==> src/rtl/matrix_slot_writer_pkg.sv <==
// rtl/matrix_slot_writer_pkg.sv - shared matrix-storage slot layout constants, writer states, slot base helper
//
// Package matrix_storage_pkg: no ports.
//   SLOT_WORDS / offsets describe the fixed slot layout in the storage BRAM:
//     base+HDR_OFFSET  : {rows, cols, 16'h0}  (written last, marks slot occupied)
//     base+NAME_OFFSET : name bytes 0..3, base+NAME_OFFSET+1 : name bytes 4..7
//     base+DATA_OFFSET : first row-major element
//   slot_base(id) returns id*SLOT_WORDS at ADDR_W bits (fits for ids 0..7).

package matrix_storage_pkg;

    localparam int SLOT_WORDS  = 1152;
    localparam int HDR_OFFSET  = 0;
    localparam int NAME_OFFSET = 1;
    localparam int DATA_OFFSET = 3;
    localparam int MAX_ELEMS   = SLOT_WORDS - DATA_OFFSET;
    localparam int ADDR_W      = 14;
    localparam int NAME_BYTES  = 8;

    typedef enum logic [2:0] {
        WR_IDLE,
        WR_NAME0,
        WR_NAME1,
        WR_STREAM,
        WR_COMMIT,
        WR_DONE
    } wr_state_t;

    function automatic logic [ADDR_W-1:0] slot_base(input logic [2:0] id);
        return ADDR_W'(id) * ADDR_W'(SLOT_WORDS);
    endfunction

endpackage

==> src/rtl/matrix_slot_writer_if.sv <==
// rtl/matrix_slot_writer_if.sv - producer-to-writer request/stream handshake and BRAM write port bundle
//
// Signals:
//   write_request/write_ready           : start-of-matrix handshake
//   matrix_id, actual_rows/cols, name   : request fields, latched on accept
//   data_in/data_valid/writer_ready     : element stream
//   write_done, error                   : completion flag / reject pulse
//   bram_we/bram_addr/bram_din          : registered storage BRAM write port
// Modports: master = producer side, slave = slot writer side.

interface matrix_slot_writer_if;
    import matrix_storage_pkg::*;

    logic                write_request;
    logic                write_ready;
    logic [2:0]          matrix_id;
    logic [7:0]          actual_rows;
    logic [7:0]          actual_cols;
    logic [7:0]          matrix_name [0:NAME_BYTES-1];
    logic [31:0]         data_in;
    logic                data_valid;
    logic                writer_ready;
    logic                write_done;
    logic                error;
    logic                bram_we;
    logic [ADDR_W-1:0]   bram_addr;
    logic [31:0]         bram_din;

    modport master (
        output write_request, matrix_id, actual_rows, actual_cols, matrix_name,
               data_in, data_valid,
        input  write_ready, writer_ready, write_done, error,
               bram_we, bram_addr, bram_din
    );

    modport slave (
        input  write_request, matrix_id, actual_rows, actual_cols, matrix_name,
               data_in, data_valid,
        output write_ready, writer_ready, write_done, error,
               bram_we, bram_addr, bram_din
    );

endinterface

==> src/rtl/matrix_slot_writer.sv <==
// rtl/matrix_slot_writer.sv - commits one requested matrix into its storage slot, header word last
//
// Ports:
//   clk  : clock
//   rst  : asynchronous active-high reset
//   bus  : matrix_slot_writer_if.slave (request fields, element stream,
//          status flags, registered BRAM write port)

module matrix_slot_writer
    import matrix_storage_pkg::*;
(
    input  logic                  clk,
    input  logic                  rst,
    matrix_slot_writer_if.slave   bus
);

    wr_state_t          state_q;
    wr_state_t          state_d;

    logic [ADDR_W-1:0]  base_q;
    logic [7:0]         rows_q;
    logic [7:0]         cols_q;
    logic [31:0]        name_lo_q;
    logic [31:0]        name_hi_q;
    logic [15:0]        total_q;
    logic [15:0]        count_q;
    logic               write_done_q;
    logic               error_q;
    logic               bram_we_q;
    logic [ADDR_W-1:0]  bram_addr_q;
    logic [31:0]        bram_din_q;

    logic               accept;
    logic [15:0]        req_total;
    logic               req_bad;
    logic               wr_en;
    logic [ADDR_W-1:0]  wr_addr;
    logic [31:0]        wr_data;
    logic               count_inc;

    // Request screening happens on the raw inputs in the accept cycle so a
    // bad request never leaves IDLE.
    assign accept    = bus.write_request && (state_q == WR_IDLE);
    assign req_total = 16'(bus.actual_rows) * 16'(bus.actual_cols);
    assign req_bad   = (bus.actual_rows == 8'd0) || (bus.actual_cols == 8'd0) ||
                       (req_total > 16'(MAX_ELEMS));

    always_ff @(posedge clk or posedge rst) begin
        if (rst) begin
            state_q <= WR_IDLE;
        end else begin
            state_q <= state_d;
        end
    end

    always_comb begin
        state_d   = state_q;
        wr_en     = 1'b0;
        wr_addr   = '0;
        wr_data   = '0;
        count_inc = 1'b0;
        unique case (state_q)
            WR_IDLE: begin
                if (accept && !req_bad) begin
                    state_d = WR_NAME0;
                end
            end
            WR_NAME0: begin
                wr_en   = 1'b1;
                wr_addr = base_q + ADDR_W'(NAME_OFFSET);
                wr_data = name_lo_q;
                state_d = WR_NAME1;
            end
            WR_NAME1: begin
                wr_en   = 1'b1;
                wr_addr = base_q + ADDR_W'(NAME_OFFSET + 1);
                wr_data = name_hi_q;
                state_d = WR_STREAM;
            end
            WR_STREAM: begin
                if (bus.data_valid) begin
                    wr_en     = 1'b1;
                    wr_addr   = base_q + ADDR_W'(DATA_OFFSET) + count_q[ADDR_W-1:0];
                    wr_data   = bus.data_in;
                    count_inc = 1'b1;
                    if (count_q + 16'd1 == total_q) begin
                        state_d = WR_COMMIT;
                    end
                end
            end
            WR_COMMIT: begin
                // Header goes in only after every element has landed, so
                // readers never see a half-filled slot as occupied.
                wr_en   = 1'b1;
                wr_addr = base_q + ADDR_W'(HDR_OFFSET);
                wr_data = {rows_q, cols_q, 16'h0000};
                state_d = WR_DONE;
            end
            WR_DONE: begin
                state_d = WR_IDLE;
            end
            default: begin
                state_d = WR_IDLE;
            end
        endcase
    end

    always_ff @(posedge clk or posedge rst) begin
        if (rst) begin
            base_q       <= '0;
            rows_q       <= '0;
            cols_q       <= '0;
            name_lo_q    <= '0;
            name_hi_q    <= '0;
            total_q      <= '0;
            count_q      <= '0;
            write_done_q <= 1'b0;
            error_q      <= 1'b0;
            bram_we_q    <= 1'b0;
            bram_addr_q  <= '0;
            bram_din_q   <= '0;
        end else begin
            error_q <= accept && req_bad;

            if (accept) begin
                base_q       <= slot_base(bus.matrix_id);
                rows_q       <= bus.actual_rows;
                cols_q       <= bus.actual_cols;
                name_lo_q    <= {bus.matrix_name[0], bus.matrix_name[1],
                                 bus.matrix_name[2], bus.matrix_name[3]};
                name_hi_q    <= {bus.matrix_name[4], bus.matrix_name[5],
                                 bus.matrix_name[6], bus.matrix_name[7]};
                total_q      <= req_total;
                count_q      <= '0;
                write_done_q <= 1'b0;
            end else if (count_inc) begin
                count_q <= count_q + 16'd1;
            end

            if (state_q == WR_COMMIT) begin
                write_done_q <= 1'b1;
            end

            bram_we_q <= wr_en;
            if (wr_en) begin
                bram_addr_q <= wr_addr;
                bram_din_q  <= wr_data;
            end
        end
    end

    assign bus.write_ready  = (state_q == WR_IDLE);
    assign bus.writer_ready = (state_q == WR_STREAM) || (state_q == WR_COMMIT) ||
                              (state_q == WR_DONE);
    assign bus.write_done   = write_done_q;
    assign bus.error        = error_q;
    assign bus.bram_we      = bram_we_q;
    assign bus.bram_addr    = bram_addr_q;
    assign bus.bram_din     = bram_din_q;

endmodule

==> src/flat_wrapper.sv <==
// flat-port wrapper written by rule: the top's interface ports become plain ports
module matrix_slot_writer_flat import matrix_storage_pkg::*;
  (clk, rst, bus_write_request, bus_matrix_id, bus_actual_rows, bus_actual_cols, bus_matrix_name, bus_data_in, bus_data_valid, bus_write_ready, bus_writer_ready, bus_write_done, bus_error, bus_bram_we, bus_bram_addr, bus_bram_din);
  matrix_slot_writer_if bus_i ();
  input  logic clk;
  input  logic rst;
  input wire logic [$bits(bus_i.write_request)-1:0] bus_write_request;
  input wire logic [$bits(bus_i.matrix_id)-1:0] bus_matrix_id;
  input wire logic [$bits(bus_i.actual_rows)-1:0] bus_actual_rows;
  input wire logic [$bits(bus_i.actual_cols)-1:0] bus_actual_cols;
  input wire logic [$bits(bus_i.matrix_name)-1:0] bus_matrix_name;
  input wire logic [$bits(bus_i.data_in)-1:0] bus_data_in;
  input wire logic [$bits(bus_i.data_valid)-1:0] bus_data_valid;
  output wire logic [$bits(bus_i.write_ready)-1:0] bus_write_ready;
  output wire logic [$bits(bus_i.writer_ready)-1:0] bus_writer_ready;
  output wire logic [$bits(bus_i.write_done)-1:0] bus_write_done;
  output wire logic [$bits(bus_i.error)-1:0] bus_error;
  output wire logic [$bits(bus_i.bram_we)-1:0] bus_bram_we;
  output wire logic [$bits(bus_i.bram_addr)-1:0] bus_bram_addr;
  output wire logic [$bits(bus_i.bram_din)-1:0] bus_bram_din;
  assign bus_i.write_request = bus_write_request;
  assign bus_i.matrix_id = bus_matrix_id;
  assign bus_i.actual_rows = bus_actual_rows;
  assign bus_i.actual_cols = bus_actual_cols;
  assign bus_i.matrix_name = {>>{bus_matrix_name}};
  assign bus_i.data_in = bus_data_in;
  assign bus_i.data_valid = bus_data_valid;
  assign bus_write_ready = bus_i.write_ready;
  assign bus_writer_ready = bus_i.writer_ready;
  assign bus_write_done = bus_i.write_done;
  assign bus_error = bus_i.error;
  assign bus_bram_we = bus_i.bram_we;
  assign bus_bram_addr = bus_i.bram_addr;
  assign bus_bram_din = bus_i.bram_din;
  matrix_slot_writer u_core (.clk(clk), .rst(rst), .bus(bus_i));
endmodule
==> config.mk <==
export PLATFORM = sky130hd
export DESIGN_NAME = matrix_slot_writer_flat
export DESIGN_NICKNAME = d
export VERILOG_FILES = /design/src/rtl/matrix_slot_writer_pkg.sv /design/src/rtl/matrix_slot_writer_if.sv /design/src/rtl/matrix_slot_writer.sv /design/src/flat_wrapper.sv
export SDC_FILE = /design/constraint.sdc
export NUM_CORES = 1
export LEC_CHECK = 0
export ABC_CLOCK_PERIOD_IN_PS = 6600
export CAP_MARGIN = 20
export CORE_MARGIN = 4
export CORE_UTILIZATION = 43
export DETAILED_ROUTE_END_ITERATION = 8
export GPL_TIMING_DRIVEN = 0
export PLACE_DENSITY = 0.77
export SLEW_MARGIN = 0
export SYNTH_ARGS = -nofsm -noshare
export SYNTH_HDL_FRONTEND = slang
export SYNTH_SLANG_ARGS = --single-unit
==> constraint.sdc <==
create_clock -name clk -period 6.6 [get_ports clk]
set_input_delay 0.99 -clock clk [delete_from_list [all_inputs] [get_ports clk]]
set_output_delay 0.99 -clock clk [all_outputs]
set_load 0.01 [all_outputs]
=== Word level (Yosys, flattened, before mapping) ===
Index checks and enable logic that the tools add are counted.

* Word-level logic and storage cells: 60
* Register bits after elaboration: 171

* $add $sub $neg: 5
* Multiplexer cells: 15
* Reduce and logical (&&, ||, !) cells: 15
* $mul: 2
* Eq/ne operators: 9
* Magnitude comparators: 1

{| class="wikitable"
|+ Operators with widths
! kind !! count
|-
| case mux 32 bit (4 select lines) || 1
|-
| case mux 14 bit (4 select lines) || 1
|-
| two-way mux 16 bit || 2
|-
| two-way mux 32 bit || 1
|-
| adder 14 x 2 -> 14 bit (second input constant) || 2
|-
| adder 16 x 1 -> 16 bit (second input constant) || 1
|-
| == test 16 bit || 1
|-
| greater-than comparator 16 x 11 -> 1 bit (second input constant) || 1
|-
| logical NOT 8 bit || 2
|-
| multiplier 8 x 8 -> 16 bit || 1
|-
| case mux 3 bit (5 select lines) || 1
|-
| adder 14 x 1 -> 14 bit (second input constant) || 1
|-
| adder 14 bit || 1
|-
| two-way mux 14 bit || 1
|-
| two-way mux 3 bit || 3
|-
| multiplier 3 x 4 -> 7 bit (second input constant) || 1
|-
| == test 3 x 2 -> 1 bit (second input constant) || 2
|-
| == test 3 bit (second input constant) || 2
|-
| logical OR 1 bit || 4
|-
| two-way mux 1 bit || 4
|-
| inequality test 2 x 1 -> 1 bit (second input constant) || 2
|-
| nonzero test 2 bit || 2
|-
| == test 3 x 1 -> 1 bit (second input constant) || 1
|-
| logical AND 1 bit || 3
|-
| other kinds (6) || 6
|}

=== Depth between registers and ports, before layout ===
Gate-level depths: netlist of run 1.

* Depth after elaboration: 7
* Mapped depth: 18
* Depth with buffers taken out: 16

=== Worst setup path after synthesis of run 1 ===
No wires, ideal clock.

* Kind: input to register
* Start point: in bus_actual_cols[6]
* End point: reg u_core.error_q, in the netlist u_core.bus.error
* Setup time: 0.119 ns
* Setup slack: 1.456 ns
* Data arrival time: 5.025 ns
* Cell stages on the path: 16
* Data required time: 6.481 ns
* Cells stage by stage: clkbuf_1 -> and2_1 -> fa_1 -> fa_1 -> fa_1 -> inv_1 -> fa_1 -> inv_1 -> ha_1 -> a211oi_1 -> o21bai_1 -> a21o_1 -> a211oi_1 -> xor2_1 -> nand4b_1 -> and2_1

* Longest elaborated chain between the ends: 4
* Elaborated cells between the ends (all ways): 6
* Classes of those cells: mul (1); order compare (1); reduce/logical (4)

{| class="wikitable"
|+ Ends and longest elaborated chain
! what !! RTL line !! RTL
|-
| from (decl) || flat_wrapper.sv:10 || <nowiki>input wire logic [$bits(bus_i.actual_cols)-1:0] bus_actual_cols;</nowiki>
|-
| multiplier 8 x 8 -> 16 bit or logical NOT 8 bit (tied branches) || matrix_slot_writer.sv:44, matrix_slot_writer.sv:45 ||
|-
| greater-than comparator 16 x 11 -> 1 bit or logical OR 1 bit (tied branches) || matrix_slot_writer.sv:46, matrix_slot_writer.sv:45 ||
|-
| logical OR 1 bit * || matrix_slot_writer.sv:45 || <nowiki>assign req_bad = (bus.actual_rows == 8'd0) || (bus.actual_cols == 8'd0) ||</nowiki>
|-
| logical AND 1 bit * || matrix_slot_writer.sv:123 || <nowiki>error_q <= accept && req_bad;</nowiki>
|-
| to (signal assigned) || matrix_slot_writer.sv:123 ||
|-
| to (decl) || matrix_slot_writer.sv:28 || <nowiki>logic error_q;</nowiki>
|}

Every way passes the cells marked *; elsewhere a longest branch is shown, timed or not.
A chain may end at the register's enable or synchronous reset.

=== Final worst setup path of run 1 ===
* Start point: in bus_actual_rows[0]
* End point: reg u_core.error_q, in the netlist u_core.bus.error

* Longest elaborated chain between the ends: 4
* Elaborated cells between the ends (all ways): 6
* Classes of those cells: mul (1); order compare (1); reduce/logical (4)

{| class="wikitable"
|+ Ends and longest elaborated chain
! what !! RTL line !! RTL
|-
| from (decl) || flat_wrapper.sv:9 || <nowiki>input wire logic [$bits(bus_i.actual_rows)-1:0] bus_actual_rows;</nowiki>
|-
| multiplier 8 x 8 -> 16 bit or logical NOT 8 bit (tied branches) || matrix_slot_writer.sv:44, matrix_slot_writer.sv:45 ||
|-
| greater-than comparator 16 x 11 -> 1 bit or logical OR 1 bit (tied branches) || matrix_slot_writer.sv:46, matrix_slot_writer.sv:45 ||
|-
| logical OR 1 bit * || matrix_slot_writer.sv:45 ||
|-
| logical AND 1 bit * || matrix_slot_writer.sv:123 ||
|}

Marked as above.

==> results of run 1 <==
-- kinds of logic (layout without fill, tap and decap cells) --
kind of cell             after synthesis  after routing  share of synthesized area [%]
flip-flops                           167            167                          40.99
other                                  0              1                              0
AO/OA/AOI/OAI                        222            222                          13.61
XOR/XNOR                              44             44                          3.915
AND/OR/NAND/NOR                      541            541                          23.23
buffers and inverters                145            334                          5.781
adder cells (fa/ha/maj)               80             80                          12.47
-- through the flow --
stage | setup TNS, ns | hold WS [ns] | cells | area [µm²]
floorplan | 0 | 0.4455 | 1199 | 10190
global route | 0 | 0.4938 | 1707 | 12810
CTS | 0 | 0.4799 | 1707 | 12810
detailed placement | 0 | 0.4634 | 1676 | 12200
finish | 0 | 0.4785 | 1708 | 12810
global placement | -181.20 | 0.4572 | 1675 | 12170
-- registers in the layout, indices dropped and copies added, names as in the netlist, 8 cells and up --
signal                count
u_core.total_q           16
u_core.bus.bram_din      32
u_core.name_hi_q         32
u_core.count_q           16
u_core.name_lo_q         32
u_core.cols_q             8
u_core.bus.bram_addr     14
u_core.rows_q             8
-- per-layer routing --
layer	share of wire, %	vias up	track usage (%)
met2	47	370	35.94
met1	44	4481	29.76
met5	0	-	0
met4	2.2	0	7.266
li1	-	4327	-
met3	6.8	49	4.796
-- worst max-delay path by stage --
stage                                end  slack, ns
detailed placement      u_core.bus.error       0.33
global route            u_core.bus.error       0.51
floorplan              u_core.base_q[10]       1.09
CTS                     u_core.bus.error       0.77
global placement    u_core.name_lo_q[28]      -1.09
finish                  u_core.bus.error       0.77
-- final cells by class --
cell class	count	area [µm²]
buffer	76	330.3
inverter	69	266.5
multi-input combinational	887	5426
tap	319	399.1
fill	2109	10590
clock inverter	14	183.9
clock buffer	17	425.4
sequential	167	4179
timing repair buffer	158	1599
antenna	1	2.502
-- power breakdown --
group | switching [mW] | internal (mW)
Sequential | 0.245 | 1.39
Combinational | 0.785 | 0.686
Clock | 0.446 | 0.605
Total | 1.48 | 2.68
-- cells in the final DEF (no fill, tap or decap), types with 3 or more instances in the layout --
cell type and n:
sky130_fd_sc_hd__xor2_1 18, sky130_fd_sc_hd__o21ai_0 83, sky130_fd_sc_hd__o21bai_1 7, sky130_fd_sc_hd__or4_1 3, sky130_fd_sc_hd__xnor2_1 25, sky130_fd_sc_hd__nand4_1 8
sky130_fd_sc_hd__clkdlybuf4s50_1 157, sky130_fd_sc_hd__a211oi_1 7, sky130_fd_sc_hd__inv_6 8, sky130_fd_sc_hd__nor2b_1 4, sky130_fd_sc_hd__o211ai_1 17, sky130_fd_sc_hd__nor3b_1 3
sky130_fd_sc_hd__bufinv_16 3, sky130_fd_sc_hd__a222oi_1 9, sky130_fd_sc_hd__and2_1 47, sky130_fd_sc_hd__o21a_1 4, sky130_fd_sc_hd__o31ai_1 5, sky130_fd_sc_hd__a22oi_1 29
sky130_fd_sc_hd__a31oi_1 3, sky130_fd_sc_hd__nor2_1 58, sky130_fd_sc_hd__and4_1 4, sky130_fd_sc_hd__clkbuf_1 67, sky130_fd_sc_hd__and3_1 6, sky130_fd_sc_hd__nor3_1 9
sky130_fd_sc_hd__a21oi_1 39, sky130_fd_sc_hd__nand2_1 372, sky130_fd_sc_hd__dfrtp_1 167, sky130_fd_sc_hd__fa_1 36, sky130_fd_sc_hd__buf_2 3, sky130_fd_sc_hd__o22ai_1 6
sky130_fd_sc_hd__inv_1 68, sky130_fd_sc_hd__clkbuf_16 17, sky130_fd_sc_hd__ha_1 44, sky130_fd_sc_hd__nand3_1 10, sky130_fd_sc_hd__clkbuf_8 3, sky130_fd_sc_hd__nor4_1 4
-- worst min-delay path, cell delays in order, from the launching register on --
cell	delay (ns)
sky130_fd_sc_hd__dfrtp_1	0.34
sky130_fd_sc_hd__nand2_1	0.05
sky130_fd_sc_hd__nand2_1	0.05
==> qor.yml, run 1 <==
outcome: "finished, final reports clean"
vias_per_cell: 5.402
cp-end-kind: "flop"
dieHeight_um: 162.0
startpoint_of_the_most_critical_register_to_register_path: "u_core.state_q[0]"
number_of_placement_rows: 56
final.period_utilization_pct: 88.40
worst_r2r_path_depth: 8
via_count_of_the_first_global_routing_pass: 9407
final_core_util_pct: 54.75
fmax_mhz: 171.4
ir_worst_vdd_mv: 0.1801
critPathMaxFanout: 10
hpwl_um: 21700
placeableCoreArea_um2: 23400
remaining_routing_drc_violations: 0
worstHoldEndpoint: "u_core.rows_q[1]"
grt_first_pass_wirelength_um: 46930
io_buffer_count: 157
max_slew_violation_count: 0
postSynthRegisterBits: 167
synthToLayoutAreaGrowth_pct: 25.68
worstMarginPinSlew_ns: 1.106
detailed_route_iter0_violations: 756
ys.flop_type: "sky130_fd_sc_hd__dfrtp_1"
number_of_warnings_printed_during_yosys_synthesis: 0
timing.critical_path.max_delay_family: "adder cells"
grt_setup_unrepaired: "false"
grt_max_degree: 89
ys_top_cells_by_area: "sky130_fd_sc_hd__dfrtp_1 (41%), sky130_fd_sc_hd__nand2_1 (14%), sky130_fd_sc_hd__fa_1 (7.1%), sky130_fd_sc_hd__ha_1 (5.4%), sky130_fd_sc_hd__o21ai_0 (4.1%)"
tritoncts_buffers: 17
tritoncts: "yes"
postSynthAreaPerCell_um2: 8.503
synth-edff-count: 0
share_of_synthesized_registers_carrying_an_async_set_or_reset_pct: 100.0
length_of_the_first_detailed_routing_pass_in_iterations: 6
worst_slack_ns: 0.7654
min_path_cells: 2
routabilityCongestion: 0.8669
worst-r2r-setup-slack_ns: 3.77
critPathKind: "in2reg"
netlist_instances: 1199
clkSinkCount: 167
synthTopCellsByCount: "sky130_fd_sc_hd__nand2_1 (372), sky130_fd_sc_hd__dfrtp_1 (167), sky130_fd_sc_hd__o21ai_0 (83)"
synth_top_area_share_pct: 40.99
arrival_ns: 6.14
die_x_um: 162.0
cp_slowest_stage_delay_ns: 0.70
synth_sequential_area_ratio_pct: 40.99
finalNetCount: 1575
critPathMostFrequentCell: "sky130_fd_sc_hd__fa_1"
timing.final.hold_violations: 0
worst_setup_path_startpoint: "bus_actual_rows[0]"
cp.required_ns: 6.91
synth.net_count: 1398
slew_headroom_pct: 25.72
critPathLaunchType: "primary input"
postRouteAntennaNets: 0
path_cells: "clkdlybuf4s50_1, nand2_1, fa_1, fa_1, fa_1, fa_1, inv_1, ha_1, clkbuf_1, o21ai_0, o21ai_0, a2111oi_0, nor3_1, xnor2_1, nand4b_1, and2_1"
top_level_ports: 170
cp_num_buf_inv: 3
worstSkewPairLatency_ns: 0.44
synth_largest_area_cell: "sky130_fd_sc_hd__dfrtp_1"
maxCapViolations: 0
post_cts_resize_count: 0
cts-hold-fix-buffers: 0
min_path_type: "reg2reg"
power_per_cell_area_nw_per_um2: 324.4
timing.final.setup_violations: 0
grt.overflow.total: 0
floorplan.initialDensity_pct: 43.56
clock-skew-final_ns: 0.009821
grt_antenna_before_repair: 0
clkSlewWorstSetupHoldPaths_ns: 0.07
cellLeakagePower_nw: 5.829
reg2reg_to: "u_core.bus.bram_addr[0]"
post_synth_instance_area_um2: 10190
library_cells_used_by_synthesis: 57
clk_root_buffer_cell: "sky130_fd_sc_hd__clkbuf_16"
yosys.cell_count.top_type: "sky130_fd_sc_hd__nand2_1"
routed-via-count: 9227
post_route_cells_drive_above_1_share_pct: 3.674
crit_cells: 16
post-cts-setup-buffer-count: 0
dp_slack_ns: 0.3343
floorplan.die_area_um2: 26240
global_route.usage.total_pct: 22.14
timing.critical_path.slowest_stage_cell: "sky130_fd_sc_hd__clkdlybuf4s50_1"
detail_route.wirelength_um: 28870
totalPowerFinal_mw: 4.157
avgRoutedWirePerCell_um: 16.90
clockBufferDepth: 2
cts-htree-levels: 4
holdCritStartpoint: "u_core.rows_q[1]"
fin_crit_ns: 5.835
Power figures use the tool's default switching activity.
==> inputs of run 2 (changes only) <==
--- a/config.mk
+++ b/config.mk
@@ -6,12 +6,12 @@
 export NUM_CORES = 1
 export LEC_CHECK = 0
 export ABC_CLOCK_PERIOD_IN_PS = 6600
-export CAP_MARGIN = 20
 export CORE_MARGIN = 4
 export CORE_UTILIZATION = 43
 export DETAILED_ROUTE_END_ITERATION = 8
 export GPL_TIMING_DRIVEN = 0
 export PLACE_DENSITY = 0.77
+export SKIP_LAST_GASP = 1
 export SLEW_MARGIN = 0
 export SYNTH_ARGS = -nofsm -noshare
 export SYNTH_HDL_FRONTEND = slang
==> constraint.sdc (replaced) <==
create_clock -name clk -period 6.6 [get_ports clk]
set_input_delay 0.66 -clock clk [delete_from_list [all_inputs] [get_ports clk]]
set_output_delay 0.66 -clock clk [all_outputs]
set_load 0.01 [all_outputs]
==> results of run 2 <==
The final DEF is identical to that of run 1. Status: finished, final reports clean.
Among the figures that moved: setup slack after placement 0.3343 ns -> 0.6643 ns; setup slack after layout 0.7654 ns -> 1.095 ns
==> inputs of run 3 (changes only) <==
--- a/config.mk
+++ b/config.mk
@@ -5,12 +5,12 @@
 export SDC_FILE = /design/constraint.sdc
 export NUM_CORES = 1
 export LEC_CHECK = 0
-export ABC_CLOCK_PERIOD_IN_PS = 6600
+export ABC_CLOCK_PERIOD_IN_PS = 4480
 export CORE_MARGIN = 4
 export CORE_UTILIZATION = 43
 export DETAILED_ROUTE_END_ITERATION = 8
 export GPL_TIMING_DRIVEN = 0
-export PLACE_DENSITY = 0.77
+export PLACE_DENSITY = 0.79
 export SKIP_LAST_GASP = 1
 export SLEW_MARGIN = 0
 export SYNTH_ARGS = -nofsm -noshare
==> constraint.sdc (replaced) <==
create_clock -name clk -period 4.48 [get_ports clk]
set_input_delay 0.448 -clock clk [delete_from_list [all_inputs] [get_ports clk]]
set_output_delay 0.448 -clock clk [all_outputs]
set_load 0.01 [all_outputs]
==> run 3 against run 2 <==
Compared with the run above: clock-buffer cell count stayed put; routed wire length increased by 2.4%; non-clock buffer count grew 4; utilization grew 0.76 points; critical path type unchanged; largest cell class unchanged; largest power group unchanged; highest routed layer is now met5.
==> qor.yml, run 3 (synthesized netlist as in run 1, its figures left out) <==
layout.cells.most_common_list: "sky130_fd_sc_hd__nand2_1 (372), sky130_fd_sc_hd__dfrtp_1 (167), sky130_fd_sc_hd__clkdlybuf4s50_1 (153), sky130_fd_sc_hd__o21ai_0 (77), sky130_fd_sc_hd__inv_1 (68)"  # was sky130_fd_sc_hd__nand2_1 (372), sky130_fd_sc_hd__dfrtp_1 (167), sky130_fd_sc_hd__clkdlybuf4s50_1 (157), sky130_fd_sc_hd__o21ai_0 (83), sky130_fd_sc_hd__inv_1 (68)
outcome: "finished, final reports clean"  # unchanged
maxCapViolations: 0  # unchanged
power_switching_mw: 2.297  # was 1.477 mW
timing.hold.ws_ns: 0.2982  # was 0.4785 ns
placedCellCount: 1679  # was 1676
post_route_cells_drive_above_1_share_pct: 6.246  # was 3.674%
grt.overflow.total: 0  # unchanged
clockBufferDepth: 2  # unchanged
arrival_ns: 4.63  # was 5.81 ns
routed-via-count: 9252  # was 9227
remaining_routing_drc_violations: 0  # unchanged
tritoncts_buffers: 17  # unchanged
startpoint_of_the_most_critical_register_to_register_path: "u_core.state_q[0]"  # unchanged
routabilityCongestion: 0.8814  # was 0.8669
avgRoutedWirePerCell_um: 17.26  # was 16.90 µm
detailed_route_iter0_violations: 801  # was 756
finalNetCount: 1579  # was 1575
final.period_utilization_pct: 96.26
cts-htree-levels: 4  # unchanged
global_route.usage.total_pct: 22.54  # was 22.14%
ir_worst_vdd_mv: 0.2886  # was 0.1801 mV
critPathMaxFanout: 10  # unchanged
grt_first_pass_wirelength_um: 47590  # was 46930 µm
detail_route.wirelength_um: 29550  # was 28870 µm
cellLeakagePower_nw: 5.912  # was 5.829 nW
placeableCoreArea_um2: 23400  # unchanged
fin_cells: 1712  # was 1708
timing.final.setup_violations: 0  # unchanged
clock-skew-final_ns: 0.008828  # was 0.009821 ns
fin_crit_ns: 4.312
share_of_total_power_in_the_clock_network_pct: 24.9  # was 25.3%
timing.final.hold_violations: 0  # unchanged
p_int_mw: 4.004  # was 2.680 mW
slew_headroom_pct: 25.04  # was 25.72%
number_of_placement_rows: 56  # unchanged
worstSkewPairLatency_ns: 0.45  # was 0.44 ns
holdCritStartpoint: "bus_actual_rows[0]"  # was u_core.rows_q[1]
min_path_type: "in2reg"  # was reg2reg
clkSlewWorstSetupHoldPaths_ns: 0.07  # about the same
clk_root_buffer_cell: "sky130_fd_sc_hd__clkbuf_16"  # unchanged
swShare_pct: 36.46  # was 35.53%
worstMarginPinSlew_ns: 1.122  # was 1.106 ns
floorplan.die_area_um2: 26240  # unchanged
grt_antenna_before_repair: 1  # was 0
seq_power_share_pct: 38.3  # was 39.3%
length_of_the_first_detailed_routing_pass_in_iterations: 7  # was 6
part_of_the_total_power_dissipated_in_combinational_logic_pct: 36.8  # was 35.4%
insertedDiodeCount: 0  # was 1
cp.required_ns: 4.80  # was 6.91 ns
critPathKind: "in2reg"  # unchanged
most_common_cell_after_layout_fill_and_taps_aside: "sky130_fd_sc_hd__nand2_1"  # unchanged
clkSinkCount: 167  # unchanged
tritoncts: "yes"  # unchanged
postRouteAntennaNets: 0  # unchanged
top_level_ports: 170  # unchanged
grt_max_degree: 44  # was 89
final_core_util_pct: 55.51  # was 54.75%
worst_setup_path_startpoint: "bus_actual_cols[4]"  # was bus_actual_rows[0]
dieHeight_um: 162.0  # unchanged
max_slew_violation_count: 0  # unchanged
via_count_of_the_first_global_routing_pass: 9498  # was 9407
cp-end-kind: "flop"  # unchanged
die_x_um: 162.0  # unchanged
fmax_mhz: 231.9
vias_per_cell: 5.404  # was 5.402
critPathLaunchType: "primary input"  # unchanged
synthToLayoutAreaGrowth_pct: 27.43  # was 25.68%
io_buffer_count: 157  # unchanged
hpwl_um: 21890  # was 21700 µm
power_per_cell_area_nw_per_um2: 485.0  # was 324.4 nW/µm²
floorplan.initialDensity_pct: 43.56  # unchanged
[run 3: path summary, 6_finish.rpt]
path | end | slack (ns) | depth (start not counted)
max reg2reg | u_core.bus.bram_addr[9] | 1.66 | 9
max | u_core.bus.error | 0.17 | 16
min | u_core.rows_q[0] | 0.30 | 3
min in group asynchronous | u_core.name_lo_q[7] | 0.45 | 2
max in group asynchronous | u_core.bus.bram_din[25] | 2.91 | 5
min reg2reg | u_core.name_lo_q[23] | 0.48 | 2
[run 3: critical path: stages]
cell	delay (ns)
sky130_fd_sc_hd__clkbuf_4	0.17
sky130_fd_sc_hd__and2_1	0.18
sky130_fd_sc_hd__fa_1	0.45
sky130_fd_sc_hd__fa_1	0.50
sky130_fd_sc_hd__ha_1	0.29
sky130_fd_sc_hd__inv_1	0.05
sky130_fd_sc_hd__fa_1	0.52
sky130_fd_sc_hd__inv_1	0.04
sky130_fd_sc_hd__ha_2	0.33
sky130_fd_sc_hd__a211oi_4	0.33
sky130_fd_sc_hd__o21ai_2	0.12
sky130_fd_sc_hd__a2111oi_2	0.35
sky130_fd_sc_hd__nor3_1	0.11
sky130_fd_sc_hd__xnor2_1	0.29
sky130_fd_sc_hd__nand4b_1	0.20
sky130_fd_sc_hd__and2_1	0.24
[run 3: layout make-up]
type	count	area, µm²
Fill cell	2062	10410
Multi-Input combinational cell	887	5505
Sequential cell	167	4179
Timing Repair Buffer	163	1657
Clock buffer	17	425.4
Tap cell	319	399.1
Buffer	75	361.6
Inverter	69	262.8
Clock inverter	15	201.4
[run 3: power by group through the flow]
stage                     Clock [mW]  Sequential, mW  Combinational (mW)
after floorplan                    0            2.36                1.51
after global placement             0            2.40                2.11
after detailed placement           0            2.42                2.18
after CTS                       1.57            2.40                2.25
after global routing            1.64            2.47                2.62
final                           1.57            2.41                2.32
[run 3: metrics by stage]
step	setup slack [ns]	power (mW)	cell area (µm²)	setup TNS [ns]
CTS	0.02643	6.223	12950	0
global route	-0.02661	6.727	12990	-0.04094
detailed placement	-1.155	4.602	12280	-5.374
floorplan	0.005854	3.871	10220	0
finish	0.1675	6.301	12990	0
global placement	-1.065	4.507	12200	-4.549
[run 3: repair_timing]
item | CTS | global route
setup endpoints to repair | 4 | 2
cloned | 0 | 0
pin swaps | 6 | 10
setup buffers | 1 | 1
resized for setup | 31 | 23
hold buffers | 0 | 0
[run 3: per-layer routing]
metal  track usage (%)  wire length (µm)
met5                 0                13
met1             29.66             12710
met3             4.770              2030
met4             8.766               787
met2             36.72             14010
